**config.mk**
```make
export PLATFORM = sky130hd
export DESIGN_NAME = reg_bank_io_flat
export DESIGN_NICKNAME = d
export VERILOG_FILES = /design/src/rtl/reg_bank_pkg.sv /design/src/rtl/reg_bank_io_if.sv /design/src/rtl/reg_bank_timer.sv /design/src/rtl/reg_bank_io.sv /design/src/flat_wrapper.sv
export SDC_FILE = /design/constraint.sdc
export NUM_CORES = 1
export LEC_CHECK = 0
export CAP_MARGIN = 30
export CORE_MARGIN = 2
export CORE_UTILIZATION = 53
export DETAILED_ROUTE_END_ITERATION = 10
export DONT_BUFFER_PORTS = 1
export PLACE_DENSITY = 0.75
export SYNTH_ARGS = -nofsm -noshare
export SYNTH_HDL_FRONTEND = slang
export SYNTH_SLANG_ARGS = --single-unit
```
**constraint.sdc**
```tcl
create_clock -name clk -period 4.7 [get_ports clk]
set_input_delay 0.94 -clock clk [delete_from_list [all_inputs] [get_ports clk]]
set_output_delay 0.94 -clock clk [all_outputs]
set_load 0.1 [all_outputs]
```
**src/rtl/reg_bank_pkg.sv**
```systemverilog
// Shared definitions for the reg_bank_io register bank: default special
// register addresses and the address-width helper.
package reg_bank_pkg;

    localparam int DEF_PIN_ADDR  = 10;
    localparam int DEF_POUT_ADDR = 11;
    localparam int DEF_RLD_ADDR  = 12;
    localparam int DEF_TMR_ADDR  = 13;

    // Address width needed to select one of n registers (at least 1 bit).
    function automatic int ADDR_W(input int n);
        return (n > 1) ? $clog2(n) : 1;
    endfunction

endpackage

```
**src/rtl/reg_bank_io_if.sv**
```systemverilog
// Bus between the datapath and the register bank: one write port, two
// read ports, the external pin buses and the timer strobe/pulse.
interface reg_bank_io_if #(
    parameter int DATA_W   = 8,
    parameter int NUM_REGS = 16
);
    import reg_bank_pkg::*;

    localparam int AW = ADDR_W(NUM_REGS);

    logic              we;
    logic [AW-1:0]     waddr;
    logic [DATA_W-1:0] wdata;
    logic [AW-1:0]     raddr_a;
    logic [AW-1:0]     raddr_b;
    logic [DATA_W-1:0] rdata_a;
    logic [DATA_W-1:0] rdata_b;
    logic [DATA_W-1:0] pin_in;
    logic [DATA_W-1:0] port_out;
    logic              tmr_tick;
    logic              tmr_expire;

    modport master (
        output we, waddr, wdata, raddr_a, raddr_b, pin_in, tmr_tick,
        input  rdata_a, rdata_b, port_out, tmr_expire
    );

    modport slave (
        input  we, waddr, wdata, raddr_a, raddr_b, pin_in, tmr_tick,
        output rdata_a, rdata_b, port_out, tmr_expire
    );

endinterface

```
**src/rtl/reg_bank_timer.sv**
```systemverilog
// Reloadable down-counter: TMR counts down on each tick, reloads from RLD
// when a tick arrives at zero, and raises a registered one-cycle expire pulse.
module reg_bank_timer #(
    parameter int DATA_W = 8
) (
    input  logic              clk,
    input  logic              rst,
    input  logic              rld_we_i,
    input  logic              tmr_we_i,
    input  logic [DATA_W-1:0] wdata_i,
    input  logic              tick_i,
    output logic [DATA_W-1:0] rld_o,
    output logic [DATA_W-1:0] tmr_o,
    output logic              expire_o
);

    logic [DATA_W-1:0] rld_q, rld_d;
    logic [DATA_W-1:0] tmr_q, tmr_d;
    logic              expire_q, expire_d;

    // Next-state: a TMR write beats the tick; reload uses the RLD value
    // held before any same-cycle RLD write.
    always_comb begin
        rld_d    = rld_q;
        tmr_d    = tmr_q;
        expire_d = 1'b0;
        if (rld_we_i) begin
            rld_d = wdata_i;
        end
        if (tmr_we_i) begin
            tmr_d = wdata_i;
        end else if (tick_i) begin
            if (tmr_q == '0) begin
                tmr_d    = rld_q;
                expire_d = 1'b1;
            end else begin
                tmr_d = tmr_q - DATA_W'(1);
            end
        end
    end

    // Timer state registers, cleared by reset.
    always_ff @(posedge clk) begin
        if (rst) begin
            rld_q    <= '0;
            tmr_q    <= '0;
            expire_q <= 1'b0;
        end else begin
            rld_q    <= rld_d;
            tmr_q    <= tmr_d;
            expire_q <= expire_d;
        end
    end

    assign rld_o    = rld_q;
    assign tmr_o    = tmr_q;
    assign expire_o = expire_q;

endmodule

```
**src/rtl/reg_bank_io.sv**
```systemverilog
// Register bank with two combinational read ports, one write port and
// memory-mapped PIN/POUT/timer registers at fixed addresses.
module reg_bank_io
    import reg_bank_pkg::*;
#(
    parameter int DATA_W    = 8,
    parameter int NUM_REGS  = 16,
    parameter int PIN_ADDR  = DEF_PIN_ADDR,
    parameter int POUT_ADDR = DEF_POUT_ADDR,
    parameter int RLD_ADDR  = DEF_RLD_ADDR,
    parameter int TMR_ADDR  = DEF_TMR_ADDR,
    parameter int BYPASS    = 1
) (
    input  logic          clk,
    input  logic          rst,
    reg_bank_io_if.slave  bus
);

    localparam int AW = ADDR_W(NUM_REGS);
    localparam logic [AW-1:0] PIN_A = AW'(PIN_ADDR);
    localparam logic [AW-1:0] RLD_A = AW'(RLD_ADDR);
    localparam logic [AW-1:0] TMR_A = AW'(TMR_ADDR);

    if (NUM_REGS < 4 || (NUM_REGS & (NUM_REGS - 1)) != 0) begin : g_chk_num
        $fatal(1, "reg_bank_io: NUM_REGS must be a power of two and >= 4");
    end
    if (PIN_ADDR >= NUM_REGS || POUT_ADDR >= NUM_REGS ||
        RLD_ADDR >= NUM_REGS || TMR_ADDR >= NUM_REGS) begin : g_chk_range
        $fatal(1, "reg_bank_io: special address out of range");
    end
    if (PIN_ADDR == POUT_ADDR || PIN_ADDR == RLD_ADDR || PIN_ADDR == TMR_ADDR ||
        POUT_ADDR == RLD_ADDR || POUT_ADDR == TMR_ADDR ||
        RLD_ADDR == TMR_ADDR) begin : g_chk_unique
        $fatal(1, "reg_bank_io: special addresses must be distinct");
    end

    logic [DATA_W-1:0]   regs_q [NUM_REGS];
    logic [NUM_REGS-1:0] wsel;
    logic [DATA_W-1:0]   rld_val;
    logic [DATA_W-1:0]   tmr_val;
    logic                tmr_expire;

    // Read mux for one port: stored word, timer registers live in the
    // sub-module, and bypass skips PIN (read-only) and TMR (tick-owned).
    function automatic logic [DATA_W-1:0] read_port(
        input logic [AW-1:0]     ra,
        input logic [DATA_W-1:0] stored,
        input logic [DATA_W-1:0] rld,
        input logic [DATA_W-1:0] tmr,
        input logic              we,
        input logic [AW-1:0]     wa,
        input logic [DATA_W-1:0] wd
    );
        logic [DATA_W-1:0] r;
        r = stored;
        if (ra == RLD_A) r = rld;
        if (ra == TMR_A) r = tmr;
        if (BYPASS != 0 && we && wa == ra && wa != PIN_A && wa != TMR_A) begin
            r = wd;
        end
        return r;
    endfunction

    // One-hot write select decoded straight from the request.
    always_comb begin
        wsel = '0;
        if (bus.we) begin
            wsel[bus.waddr] = 1'b1;
        end
    end

    // General storage; the PIN slot samples pin_in every cycle and the
    // timer slots are held by the sub-module instead.
    always_ff @(posedge clk) begin
        if (rst) begin
            for (int i = 0; i < NUM_REGS; i++) begin
                regs_q[i] <= '0;
            end
        end else begin
            for (int i = 0; i < NUM_REGS; i++) begin
                if (i == PIN_ADDR) begin
                    regs_q[i] <= bus.pin_in;
                end else if (i != RLD_ADDR && i != TMR_ADDR && wsel[i]) begin
                    regs_q[i] <= bus.wdata;
                end
            end
        end
    end

    reg_bank_timer #(
        .DATA_W (DATA_W)
    ) u_timer (
        .clk      (clk),
        .rst      (rst),
        .rld_we_i (wsel[RLD_ADDR]),
        .tmr_we_i (wsel[TMR_ADDR]),
        .wdata_i  (bus.wdata),
        .tick_i   (bus.tmr_tick),
        .rld_o    (rld_val),
        .tmr_o    (tmr_val),
        .expire_o (tmr_expire)
    );

    assign bus.rdata_a = read_port(bus.raddr_a, regs_q[bus.raddr_a], rld_val, tmr_val,
                                   bus.we, bus.waddr, bus.wdata);
    assign bus.rdata_b = read_port(bus.raddr_b, regs_q[bus.raddr_b], rld_val, tmr_val,
                                   bus.we, bus.waddr, bus.wdata);
    assign bus.port_out   = regs_q[POUT_ADDR];
    assign bus.tmr_expire = tmr_expire;

endmodule
```
**src/flat_wrapper.sv**
```systemverilog
// flat-port wrapper written by rule: the top's interface ports become plain ports
module reg_bank_io_flat import reg_bank_pkg::*;
#(
    parameter int DATA_W    = 8,
    parameter int NUM_REGS  = 16,
    parameter int PIN_ADDR  = DEF_PIN_ADDR,
    parameter int POUT_ADDR = DEF_POUT_ADDR,
    parameter int RLD_ADDR  = DEF_RLD_ADDR,
    parameter int TMR_ADDR  = DEF_TMR_ADDR,
    parameter int BYPASS    = 1
)
  (clk, rst, bus_we, bus_waddr, bus_wdata, bus_raddr_a, bus_raddr_b, bus_pin_in, bus_tmr_tick, bus_rdata_a, bus_rdata_b, bus_port_out, bus_tmr_expire);
  reg_bank_io_if #(.DATA_W(DATA_W), .NUM_REGS(NUM_REGS)) bus_i ();
  input  logic clk;
  input  logic rst;
  input wire logic [$bits(bus_i.we)-1:0] bus_we;
  input wire logic [$bits(bus_i.waddr)-1:0] bus_waddr;
  input wire logic [$bits(bus_i.wdata)-1:0] bus_wdata;
  input wire logic [$bits(bus_i.raddr_a)-1:0] bus_raddr_a;
  input wire logic [$bits(bus_i.raddr_b)-1:0] bus_raddr_b;
  input wire logic [$bits(bus_i.pin_in)-1:0] bus_pin_in;
  input wire logic [$bits(bus_i.tmr_tick)-1:0] bus_tmr_tick;
  output wire logic [$bits(bus_i.rdata_a)-1:0] bus_rdata_a;
  output wire logic [$bits(bus_i.rdata_b)-1:0] bus_rdata_b;
  output wire logic [$bits(bus_i.port_out)-1:0] bus_port_out;
  output wire logic [$bits(bus_i.tmr_expire)-1:0] bus_tmr_expire;
  assign bus_i.we = bus_we;
  assign bus_i.waddr = bus_waddr;
  assign bus_i.wdata = bus_wdata;
  assign bus_i.raddr_a = bus_raddr_a;
  assign bus_i.raddr_b = bus_raddr_b;
  assign bus_i.pin_in = bus_pin_in;
  assign bus_i.tmr_tick = bus_tmr_tick;
  assign bus_rdata_a = bus_i.rdata_a;
  assign bus_rdata_b = bus_i.rdata_b;
  assign bus_port_out = bus_i.port_out;
  assign bus_tmr_expire = bus_i.tmr_expire;
  reg_bank_io #(.DATA_W(DATA_W), .NUM_REGS(NUM_REGS), .PIN_ADDR(PIN_ADDR), .POUT_ADDR(POUT_ADDR), .RLD_ADDR(RLD_ADDR), .TMR_ADDR(TMR_ADDR), .BYPASS(BYPASS)) u_core (.clk(clk), .rst(rst), .bus(bus_i));
endmodule
```
==> results of run 1 <==
-- cells by family (layout without fill, tap and decap cells) --
| kind of cell | after synthesis | count (layout) | synth area share, % |
|---|---|---|---|
| simple gates | 250 | 250 | 16.12 |
| flops | 129 | 129 | 48.57 |
| compound gates | 105 | 105 | 10.11 |
| mux | 101 | 101 | 18.41 |
| buf+inv | 69 | 62 | 5.299 |
| xor+xnor | 9 | 9 | 1.157 |
| fa+ha+maj | 2 | 2 | 0.3353 |
-- stage by stage --
step                hold slack, ps  total power, mW  instance area, sq um
floorplan                    489.9            2.182                  7461
detailed placement           552.6            2.331                  7511
global placement             558.7            2.315                  7506
global route                 570.4            3.755                  8084
CTS                          560.0            3.622                  8084
finish                       571.4            3.641                  8084
-- state kept, by name, summed over array words and instances (netlist names) --
register	flops
u_core.regs_q	112
u_core.u_timer.expire_o	1
u_core.u_timer.rld_o	8
u_core.u_timer.tmr_o	8
-- where the power goes --
group | switching [mW] | internal [mW] | leakage [nW]
Sequential | 0.169 | 1.34 | 1.20
Combinational | 0.533 | 0.298 | 1.47
Clock | 0.559 | 0.746 | 0.286
Total | 1.26 | 2.38 | 2.96
-- path summary, 6_finish.rpt --
path,end,slack (ps),cells after the start
max,bus_rdata_b[5],850,4
min,u_core.u_timer.rld_o[6],570,2
max reg2reg,u_core.u_timer.tmr_o[2],2580,7
min reg2reg,u_core.u_timer.rld_o[6],570,2
-- worst min-delay path: cells and delay by family, from the launching register on --
kind	cells	cell delay (ps)
AOI/OAI and AO/OA	1	140
DFF	1	350
and+or+nand+nor	1	40
-- area by class of cell --
class	instances	area, sq um
flip-flops and latches	129	3623
inverters	14	52.55
clock buffers	18	429.2
fillers	1105	5743
repair buffers	16	117.6
clock inverters	14	143.9
multi-input cells	467	3492
well taps	180	225.2
-- layer usage --
layer / routed length (um) / up-vias / track usage, %
met2: 10010 / 453 / 46.60
met3: 2990 / 70 / 11.57
met1: 8393 / 2757 / 41.19
met4: 823 / 0 / 12.72
li1: - / 2442 / -
met5: 0 / - / 0
-- cell usage after synthesis (5+ instances only) --
library cell / number / area (sq um)
buf_2: 13 / 65.06
nand2_1: 32 / 120.1
buf_6: 7 / 78.83
a22oi_1: 12 / 90.09
a31oi_1: 8 / 50.05
nor3_1: 6 / 30.03
xor2_1: 7 / 61.31
nand3_1: 14 / 70.07
o21ai_0: 10 / 50.05
nor2b_1: 17 / 106.4
a21oi_1: 18 / 90.09
o22ai_1: 6 / 37.54
or3_1: 5 / 31.28
clkbuf_1: 26 / 97.59
nand3b_1: 6 / 45.04
inv_1: 14 / 52.55
edfxtp_1: 104 / 3123
mux2i_1: 63 / 630.6
dfxtp_1: 25 / 500.5
nor3b_1: 5 / 37.54
nor2_1: 123 / 461.7
mux2_2: 9 / 101.4
nand2b_1: 25 / 156.4
a211oi_1: 6 / 45.04
mux4_2: 26 / 585.6
a221oi_1: 12 / 105.1
==> impl_metrics.ini, run 1 <==
[layout]
nets = 679
layout_commonest_cell = nor2_1
utilization_pct = 58.47
instances_no_fill = 838
syn2layout_area_growth_pct = 8.351
antenna_cells = 0
drive_gt1_share_pct = 15.96
final_cell_mix = 123 x nor2_1, 104 x edfxtp_1, 63 x mux2i_1

[floorplanning]
dieWidth_um = 122.6
start_util_pct = 53.96
ios = 57
core.rowCount = 43
die_y_um = 122.6
dieArea_sq_um = 15040
coreArea_sq_um = 13830

[synthesis]
synth_nets = 699
synthArstFlopShare_pct = 0
synth_flop_cell = edfxtp_1
synthCells = 665
ys_seq_elements = 129
syn_avg_cell_area_sq_um = 11.22
ys_seq_area_share_pct = 48.57
ys_types = 67
netlist_area_sq_um = 7461
ys_warn_count = 0
synth-edff-count = 104

[clock_tree]
cts_tree = built
cts_hold_buf = 0
h-tree-depth = 4
cts.path.max_buffers = 2
path_clk_slew_ps = 60
cts_buffers = 17
postCtsSetupBuffers = 0
cts.sinks = 129
clk_latency_ps = 430
cts_root_buf = clkbuf_16
cts_resized = 0

[timing]
worst_pin_slew_ps = 1090
fin_crit_ps = 3852
fin_crit_sh_pct = 81.96
rsz0062_at_grt = no
maxSlewHeadroom_pct = 27.18
layout_setup_ws_ps = 847.8
skew_ps = 4.492
setup-tns-final_ps = 0
clock.fmax_ghz = 0.2596
slew_violations = 0
finalHoldViolations = 0
setup_viol = 0

[detailed_routing]
dr.pass1.iters = 6
vias = 5722
antenna_left = 0
drc = 0
routed_wirelength_um = 22220
wl_per_cell_um = 26.52
drt_iter0_drc = 855
drt-vias-per-instance = 6.828

[worst_setup_path]
required_ps = 3760
path_class = in -> out
crit_chain = and3b_1 -> o21ai_0 -> nand3_1 -> mux2_2
crit_start = bus_waddr[0]
start_kind = input port
critical_path_arrival_ps = 2910
r2r-start = u_core.u_timer.tmr_o[0]
path_buf_inv = 0
critPathTopFamily = simple AND/OR/NAND/NOR gates
critPathMaxFanout = 14
max_stage_delay_ps = 800
slowest_stage = mux2_2
endpoint_kind = output pin

[power]
power_density_nw_per_um2 = 450.4
ir_drop_mv = 0.2631
p_leak_nw = 2.958

[grt]
grt_overflow = 0
grt_first_pass_wirelength_um = 33450
first_global_vias = 5571
antenna_found_initial = 0
grt_max_degree = 51
gr-usage-all-layers_pct = 31.19

[placed_design]
post-place-cells = 806
dpl_worst_slack_ps = 962.8
gp_congestion = 1.009
dp_hpwl_um = 15750
io_buffers = 0

[min_path]
hold_start = u_core.u_timer.rld_o[6]
worstHoldPathType = reg -> reg

[run_status]
status = complete, no violations

[run]
maxCapViolations = 0
Power figures use the tool's default switching activity.
==> run 2, diff against run 1 <==
PLACE_DENSITY = 0.78   (was 0.75)
clock period = 3.3 ns   (was 4.7 ns; I/O delays follow)
==> run 2 against run 1 <==
Clock skew is 1.3 ps lower. Clock-buffer cell count up 2. Largest cell class unchanged. Final area is 2.2% higher. Register-to-register slack lost 1400 ps. First-iteration DRC count fell by 1.2%. Critical path depth stayed put. Total power up 43%. Sequential share of layout area is 0.94 points lower. Combinational power rose by 54%.
==> impl_metrics.ini, run 2 (same netlist as run 1, synthesis figures left out) <==
[run_status]
status = complete, no violations

[placed_design]
dpl_worst_slack_ps = 467.6
gp_congestion = 0.9844
post-place-cells = 818
io_buffers = 0
dp_hpwl_um = 15570

[floorplanning]
dieArea_sq_um = 15040
start_util_pct = 53.96
coreArea_sq_um = 13830
die_y_um = 122.6
ios = 57
core.rowCount = 43
dieWidth_um = 122.6

[clock_tree]
postCtsSetupBuffers = 0
cts.sinks = 129
h-tree-depth = 4
cts_buffers = 17
cts_hold_buf = 0
cts_root_buf = clkbuf_16
path_clk_slew_ps = 60
cts_tree = built
cts_resized = 0
cts.path.max_buffers = 2
clk_latency_ps = 430

[layout]
nFillCells = 1060
register_area_sq_um = 3623
final_cell_mix = 123 x nor2_1, 104 x edfxtp_1, 63 x mux2i_1
utilization_pct = 59.72
syn2layout_area_growth_pct = 10.68
instances_no_fill = 850
regMostFlops = u_core.regs_q
multi_input_area_sq_um = 3492
antenna_cells = 0
layout_commonest_cell = nor2_1
largest_reg_flops = 112
drive_gt1_share_pct = 17.01
nets = 691

[timing]
setup_viol = 0
worst_pin_slew_ps = 927.4
setup-tns-final_ps = 0
maxSlewHeadroom_pct = 38.09
clock.fmax_ghz = 0.3404
skew_ps = 3.216
finalHoldViolations = 0
rsz0062_at_grt = no
slew_violations = 0
fin_crit_sh_pct = 89.01
fin_crit_ps = 2937
layout_setup_ws_ps = 362.7

[detailed_routing]
drt-vias-per-instance = 6.926
routed_wirelength_um = 22660
drt_iter0_drc = 845
dr.pass1.iters = 6
drc = 0
vias = 5887
antenna_left = 0
wl_per_cell_um = 26.65

[worst_setup_path]
required_ps = 2640
endpoint_kind = output pin
r2r-start = u_core.u_timer.tmr_o[0]
critical_path_arrival_ps = 2280
start_kind = flip-flop
path_class = reg -> out
reg2reg_to = u_core.u_timer.tmr_o[3]
critPathMaxFanout = 2
ff2ff_path_depth = 7
rrSetupSlack_ps = 1200

[grt]
first_global_vias = 5682
grt_overflow = 0
gr-usage-all-layers_pct = 31.18
grt_max_degree = 51
grt_first_pass_wirelength_um = 33510
antenna_found_initial = 0

[power]
power_mw = 5.198
ir_drop_mv = 0.4576
power_density_nw_per_um2 = 629.4
p_leak_nw = 3.036

[min_path]
hold_depth = 1
holdPathEnd = u_core.u_timer.tmr_o[6]
hold_start = rst
worstHoldPathType = in -> reg

[run]
maxCapViolations = 0
## run 2: cell count changes in the layout (fill, tap and decap cells not counted)
cell,delta
buf_12,+8
buf_4,+5
inv_6,-5
clkinv_2,+4
inv_8,-3
clkbuf_1,+2
clkinv_4,-2
clkinvlp_4,+2
buf_2,-1
bufinv_16,+1
clkinv_1,+1
## run 2: area by class of cell
| cell class | instances | area share [%] |
|---|---|---|
| flip-flops and latches | 129 | 43.88 |
| multi-input cells | 467 | 42.29 |
| clock buffers | 20 | 5.288 |
| repair buffers | 28 | 3.758 |
| well taps | 180 | 2.727 |
| clock inverters | 12 | 1.424 |
| inverters | 14 | 0.6364 |
## run 2: worst max path at each step
| stage | slack, ps | to | from |
|---|---|---|---|
| after floorplan | -530 | bus_rdata_b[0] | bus_raddr_b[0] |
| after global placement | 510 | bus_rdata_a[1] | bus_raddr_a[2] |
| after global routing | 280 | bus_rdata_b[2] | u_core.regs_q[7][2] |
| after detailed placement | 470 | bus_rdata_a[1] | bus_waddr[0] |
| final | 360 | bus_rdata_a[1] | u_core.regs_q[6][1] |
| after CTS | 370 | bus_rdata_a[1] | u_core.regs_q[7][1] |
## run 2: metrics by stage
| stage | hold WS (ps) | area [sq um] |
|---|---|---|
| finish | 300.1 | 8258 |
| global route | 292.7 | 8258 |
| CTS | 287.0 | 8258 |
| detailed placement | 556.5 | 7704 |
| global placement | 551.1 | 7704 |
| floorplan | 489.9 | 7488 |
## run 2: worst max-delay path: stages, from the launching register on
cell and delay, ps:
edfxtp_1 440, mux4_2 480, o21ai_0 250, a32oi_1 140, mux2_2 530
## run 2: power by group
group / internal, mW / total, mW / switching, mW
logic: 0.480 / 1.28 / 0.801
registers: 1.90 / 2.12 / 0.212
clock network: 1.10 / 1.80 / 0.704
## run 2: layer usage
layer	wire (um)	part of all wire [%]	vias up	GRT usage, %
li1	-	-	2465	-
met1	8296	37	2872	40.19
met2	10280	45	464	47.33
met3	3064	14	86	11.01
met4	1020	4.5	0	14.30
met5	0	0	-	0
